===== config.mk =====
export PLATFORM = sky130hd
export DESIGN_NAME = key_debounce_flat
export DESIGN_NICKNAME = d
export VERILOG_FILES = /design/src/rtl/key_debounce_if.sv /design/src/rtl/key_debounce.sv /design/src/flat_wrapper.sv
export SDC_FILE = /design/constraint.sdc
export NUM_CORES = 1
export LEC_CHECK = 0
export ABC_AREA = 1
export ABC_CLOCK_PERIOD_IN_PS = 2100
export CAP_MARGIN = 20
export CORE_ASPECT_RATIO = 0.5
export CORE_MARGIN = 3
export CORE_UTILIZATION = 39
export CTS_CLUSTER_DIAMETER = 100
export DETAILED_ROUTE_END_ITERATION = 7
export SYNTH_ARGS = -nofsm -noshare
export SYNTH_HDL_FRONTEND = slang
export SYNTH_SLANG_ARGS = --single-unit

===== constraint.sdc =====
create_clock -name clk -period 2.1 [get_ports clk]
set_input_delay 0.21 -clock clk [delete_from_list [all_inputs] [get_ports clk]]
set_output_delay 0.21 -clock clk [all_outputs]
set_load 0.02 [all_outputs]

===== src/rtl/key_debounce_if.sv =====
// Signal bundle between the raw pushbuttons and the debounce stage.
// master drives the raw buttons; slave (the debouncer) drives the
// conditioned key/press/quick outputs.
interface key_debounce_if;
  logic [7:0] btn;
  logic       quick_btn;
  logic [7:0] key;
  logic [7:0] press;
  logic       quick;

  modport master (
    output btn,
    output quick_btn,
    input  key,
    input  press,
    input  quick
  );

  modport slave (
    input  btn,
    input  quick_btn,
    output key,
    output press,
    output quick
  );
endinterface


===== src/rtl/key_debounce.sv =====
// Synchronises and debounces eight key buttons plus a speed button.
// Channels 0..7 are the keys, channel 8 is quick_btn. Each channel has a
// 2-flop synchroniser, a stable bit and a disagreement counter. The stable
// bit flips only after DEB_LEN consecutive cycles of disagreement.
module key_debounce #(
  parameter int unsigned DEB_LEN = 100000,
  parameter int unsigned CW      = 17
) (
  input  logic         clk,
  input  logic         rst,
  key_debounce_if.slave bus
);

  localparam int unsigned NCH  = 9;
  localparam logic [CW-1:0] LAST = CW'(DEB_LEN - 1);

  logic [NCH-1:0] raw;
  logic [NCH-1:0] s1;
  logic [NCH-1:0] s2;
  logic [NCH-1:0] stable;
  logic [NCH-1:0] stable_d;
  logic [CW-1:0]  cnt [NCH];

  logic [7:0] key_next;
  logic [7:0] key_q;
  logic [7:0] press_q;
  logic       quick_q;

  assign raw = {bus.quick_btn, bus.btn};

  // Two-flop synchroniser for all nine asynchronous inputs.
  always_ff @(posedge clk) begin
    if (rst) begin
      s1 <= '0;
      s2 <= '0;
    end else begin
      s1 <= raw;
      s2 <= s1;
    end
  end

  // Per-channel debounce: count disagreement cycles, flip stable at DEB_LEN.
  always_ff @(posedge clk) begin
    if (rst) begin
      stable <= '0;
      for (int unsigned i = 0; i < NCH; i++) begin
        cnt[i] <= '0;
      end
    end else begin
      for (int unsigned i = 0; i < NCH; i++) begin
        if (s2[i] == stable[i]) begin
          cnt[i] <= '0;
        end else if (cnt[i] == LAST) begin
          stable[i] <= s2[i];
          cnt[i]    <= '0;
        end else begin
          cnt[i] <= cnt[i] + 1'b1;
        end
      end
    end
  end

  // One-cycle delayed copy of stable for rising-edge detection.
  always_ff @(posedge clk) begin
    if (rst) begin
      stable_d <= '0;
    end else begin
      stable_d <= stable;
    end
  end

  // Lowest-index pressed key wins; result is zero or one-hot.
  always_comb begin
    key_next = '0;
    for (int unsigned i = 0; i < 8; i++) begin
      if (stable[i] && (key_next == '0)) begin
        key_next[i] = 1'b1;
      end
    end
  end

  // Registered outputs: priority key, press pulses, quick toggle level.
  always_ff @(posedge clk) begin
    if (rst) begin
      key_q   <= '0;
      press_q <= '0;
      quick_q <= 1'b0;
    end else begin
      key_q   <= key_next;
      press_q <= stable[7:0] & ~stable_d[7:0];
      quick_q <= quick_q ^ (stable[8] & ~stable_d[8]);
    end
  end

  assign bus.key   = key_q;
  assign bus.press = press_q;
  assign bus.quick = quick_q;

endmodule


===== src/flat_wrapper.sv =====
// flat-port wrapper written by rule: the top's interface ports become plain ports
module key_debounce_flat 
#(
  parameter int unsigned DEB_LEN = 100000,
  parameter int unsigned CW      = 17
)
  (clk, rst, bus_btn, bus_quick_btn, bus_key, bus_press, bus_quick);
  key_debounce_if bus_i ();
  input  logic clk;
  input  logic rst;
  input wire logic [$bits(bus_i.btn)-1:0] bus_btn;
  input wire logic [$bits(bus_i.quick_btn)-1:0] bus_quick_btn;
  output wire logic [$bits(bus_i.key)-1:0] bus_key;
  output wire logic [$bits(bus_i.press)-1:0] bus_press;
  output wire logic [$bits(bus_i.quick)-1:0] bus_quick;
  assign bus_i.btn = bus_btn;
  assign bus_i.quick_btn = bus_quick_btn;
  assign bus_key = bus_i.key;
  assign bus_press = bus_i.press;
  assign bus_quick = bus_i.quick;
  key_debounce #(.DEB_LEN(DEB_LEN), .CW(CW)) u_core (.clk(clk), .rst(rst), .bus(bus_i));
endmodule

Word-level counts from Yosys, hierarchy flattened. Memories as Yosys holds them, arrays and structs flattened. Cells that the tools add are included.

Flip-flop bits (word level): 53. Latch bits: 0. RAM bits: 153. Output and inout bits: 17. Memories: 1. Memory bits (read-only): 0. Input port bits: 11.

Memories: u_core.cnt (depth 9, bits a word 17, read ports 9, clocked after Yosys merged registers in 0, write ports 9, RTL line key_debounce.sv:22) `logic [CW-1:0] cnt [NCH];`.

Shifts and indexed selects: 0. Bitwise operators: 42. Magnitude comparators: 0. Equal/unequal tests: 18. Multipliers: 0. Reductions and logical operators: 22. Add/sub/neg operators: 9. Div/mod/pow operators: 0. Muxes and demuxes: 136.

Operators by type and width (count): 2-to-1 mux 17 bit (27); adder 17 x 1 -> 17 bit (second input constant) (9); equality test 17 bit (second input constant) (9); 2-to-1 mux 1 bit (109); OR 1 bit (27); AND reduction 2 bit (9); NOT 1 bit (11); equality test 1 bit (9); bitwise AND 8 bit (1); NOT 8 bit (1); logical AND 1 bit (7); zero test 7 bit (1); zero test 6 bit (1); zero test 5 bit (1); zero test 4 bit (1); zero test 3 bit (1); zero test 2 bit (1); bitwise AND 1 bit (1); XOR 1 bit (1).

Depth between registers and ports, before layout.
Depth after elaboration: 22. Gate-level depth with buffers: 9. Mapped depth without buffers: 9.

Worst setup path after synthesis. No wires, ideal clock.

Path type: reg-to-reg. From: mem u_core.cnt[7][0]. To: mem u_core.cnt[7][5], data pin. Arrival time: 1.273 ns. Clock period less this slack: 1.529 ns. Cell stages (with the launch flop): 8. Path slack: 0.571 ns. Data required time: 1.844 ns. Cells stage by stage: edfxtp_1 -> ha_1 -> nand2_2 -> nor2_4 -> nand3_2 -> o21ai_4 -> buf_8 -> nor2_2.

RTL lines (RTL line): from (decl) (key_debounce.sv:22).

Worst setup path in the final report.
From: reg u_core.quick_q (netlist: u_core.bus.quick). To: out bus_quick.

RTL lines: from (decl) (RTL line key_debounce.sv:27) `logic quick_q;`; from (signal assigned) (RTL line key_debounce.sv:91) `quick_q <= quick_q ^ (stable[8] & ~stable_d[8]);`; to (decl) (RTL line flat_wrapper.sv:15) `output wire logic [$bits(bus_i.quick)-1:0] bus_quick;`.

No word-level cell between the ends.

==> metrics <==
outcome=finished, final reports clean; worst setup path startpoint=u_core.bus.quick$_SDFF_PP0_; HP Class=in -> reg; post-route antenna net violation count=0; CP max FO=3; Clk Latency, worst-skew pair=510 ps; Hold Vio Cnt, Final=0; CTS Root Cell=clkbuf_16; Die X=244 um; Wirelength per Cell=10.6 um; GPL Wtd Cong=0.845; CP Launch Type=flop; crit path DAT=1540 ps; pin count of the biggest net entering global routing=35; delay-heaviest family, CP=buffers and inverters; Hold Crit Start=rst; Design Power=0.00869 W; post-CTS setup buffers=0; sw frac=22.5%; initial antenna violation count=0; first-pass iteration count of the detailed router=7; worst path required time=1890 ps; most frequent cells in the layout=316 x nor2_1, 290 x nand2_1, 157 x inv_1; Max Slew Vio Count=0; asr flop ratio synth=0%; Sum Neg Setup Slack=0 ps; Crit Path Class=reg -> out; Avg Cell Area, Syn=8.26 um^2; Final Util=47.7%; Via density=4.44; clock sinks=205; via count=8506; main area contributors after synthesis=edfxtp_1 42%, nor2_1 11%, nand2_1 9.9%, dfxtp_1 9.4%, xor2_1 5.6%; clock power share=42.1%; most common cell after layout, fill and taps aside=nor2_1; P per Cell Area=673 nW/um^2; # DRC=0; nets@finish=1548; post-synthesis sequential area ratio=51.1%; number of global-route vias before repair=8394; Area growth syn-to-layout=17.2%; diode count=0; I/O Pins=28; RR Startpoint=u_core.cnt[8][5]$_SDFFCE_PN0P_; internal power=0.00673 W; total grt overflow=0; PortBufs=27; clock skew=6.52 ps; period utilization=83.5%; initial core utilization=40.7%; CTS tree=yes; hold_buf cts=0; Post-synth EDFFs=153; fillcell total=2646; CTS Buf Count=21; Switching Power=0.00196 W; CP endpoint kind=output pin; area leader, netlist=edfxtp_1; LEAKAGE=5.14 nW; Final HPWL DP=15200 um; Max Clock Freq=570 MHz; post-route minimum period=1750 ps; row count=42; die height=125 um; fraction of layout cells with a size suffix above 1=6.87%; first-pass GRT wire length=36800 um; core area=27100 um^2; Buf/Inv on CP=1; yosys warns=0; post_cts resized=0; Slowest-stage cell, CP=clkdlybuf4s50_1; Total Routing Usage GR=14.0%; Flop pwr share=53.3%; Clock Tree Buf Depth=3; Max VDD drop=0.000451 V; critical path's largest stage delay=630 ps; full die area=30500 um^2; top_reg_cell synth=edfxtp_1; max-cap violation count=0; CP Cell Sequence=clkdlybuf4s50_1; DRC marker count from the first detailed-route iteration=450; Final setup viols=0; Syn Inst Count=1335; clock slew at reported path FFs=60 ps; RSZ-0062 raised after global routing=no; synthesized cell area=11000 um^2; combinational power share=4.5%; number of library cell types mapped by synthesis=40; Yosys reg bits=205; H-tree levels=1; Routed Wire Length=20400 um; share of the synthesized area in the top cell type=41.7%
-- flip-flops by register name, summed over array words and instances, names as in the netlist --
register,count
u_core.s1,9
u_core.bus.press,8
u_core.cnt,153
u_core.s2,9
u_core.bus.quick,1
u_core.stable,9
u_core.bus.key,8
u_core.stable_d,8
-- worst paths after layout --
kind | depth (start not counted) | slack [ps] | endpoint
setup reg to reg | 6 | 370 | u_core.cnt[8][11]$_SDFFCE_PN0P_
setup / recovery | 1 | 350 | bus_quick
hold / removal | 3 | 70 | u_core.s2[4]$_SDFF_PP0_
hold reg to reg | 1 | 390 | u_core.bus.press[7]$_SDFF_PP0_
-- kinds of logic after synthesis --
| logic type | share of synthesized area, % |
|---|---|
| AOI/OAI and AO/OA | 3.72 |
| xor gates and xnor gates | 6.75 |
| adders and majority gates | 1.02 |
| buffers and inverters | 6.85 |
| DFF | 51.1 |
| other | 0.0340 |
| and+or+nand+nor | 30.5 |
-- layer usage --
metal,vias up,global-route usage [%],part of all wire (%)
met4,0,3.00,1.8
li1,4516,-,-
met2,111,24.3,46
met3,30,2.71,3.5
met5,-,0,0
met1,3849,18.1,49
-- synthesized netlist by cell type, types with 14 or more instances --
| master | number |
|---|---|
| xnor2_1 | 14 |
| a21oi_1 | 31 |
| xor2_1 | 71 |
| o21ai_0 | 20 |
| nand4_1 | 23 |
| dfxtp_1 | 52 |
| nand3_1 | 76 |
| nand2_1 | 290 |
| inv_1 | 157 |
| nor2_2 | 19 |
| nor3_1 | 19 |
| edfxtp_1 | 153 |
| nor2_1 | 316 |
-- per-stage QoR --
stage | setup slack (ps) | std cells | area, um^2 | hold WS (ps)
CTS | 314 | 1917 | 12900 | 53.2
detailed placement | 368 | 1879 | 12200 | 380
floorplan | 571 | 1487 | 11600 | 317
finish | 346 | 1917 | 12900 | 73.4
global route | 195 | 1917 | 12900 | 74.9
global placement | 422 | 1879 | 12200 | 383
-- area by class of cell --
cell class | instances | area [um^2] | area share, %
well taps | 374 | 468 | 3.62
repair buffers | 34 | 318 | 2.46
clock buffers | 24 | 578 | 4.47
clock inverters | 14 | 96.3 | 0.746
multi-input cells | 1102 | 5210 | 40.3
flip-flops and latches | 205 | 5640 | 43.6
inverters | 164 | 618 | 4.78
-- power by group through the flow --
stage | sequential, W | clock (W) | combinational, W
floorplan | 0.00468 | 0 | 0.000319
global placement | 0.00472 | 0 | 0.000384
detailed placement | 0.00472 | 0 | 0.000388
CTS | 0.00463 | 0.00381 | 0.000391
global route | 0.00466 | 0.00395 | 0.000470
finish | 0.00464 | 0.00366 | 0.000394
(Power assumes the default switching activity.)
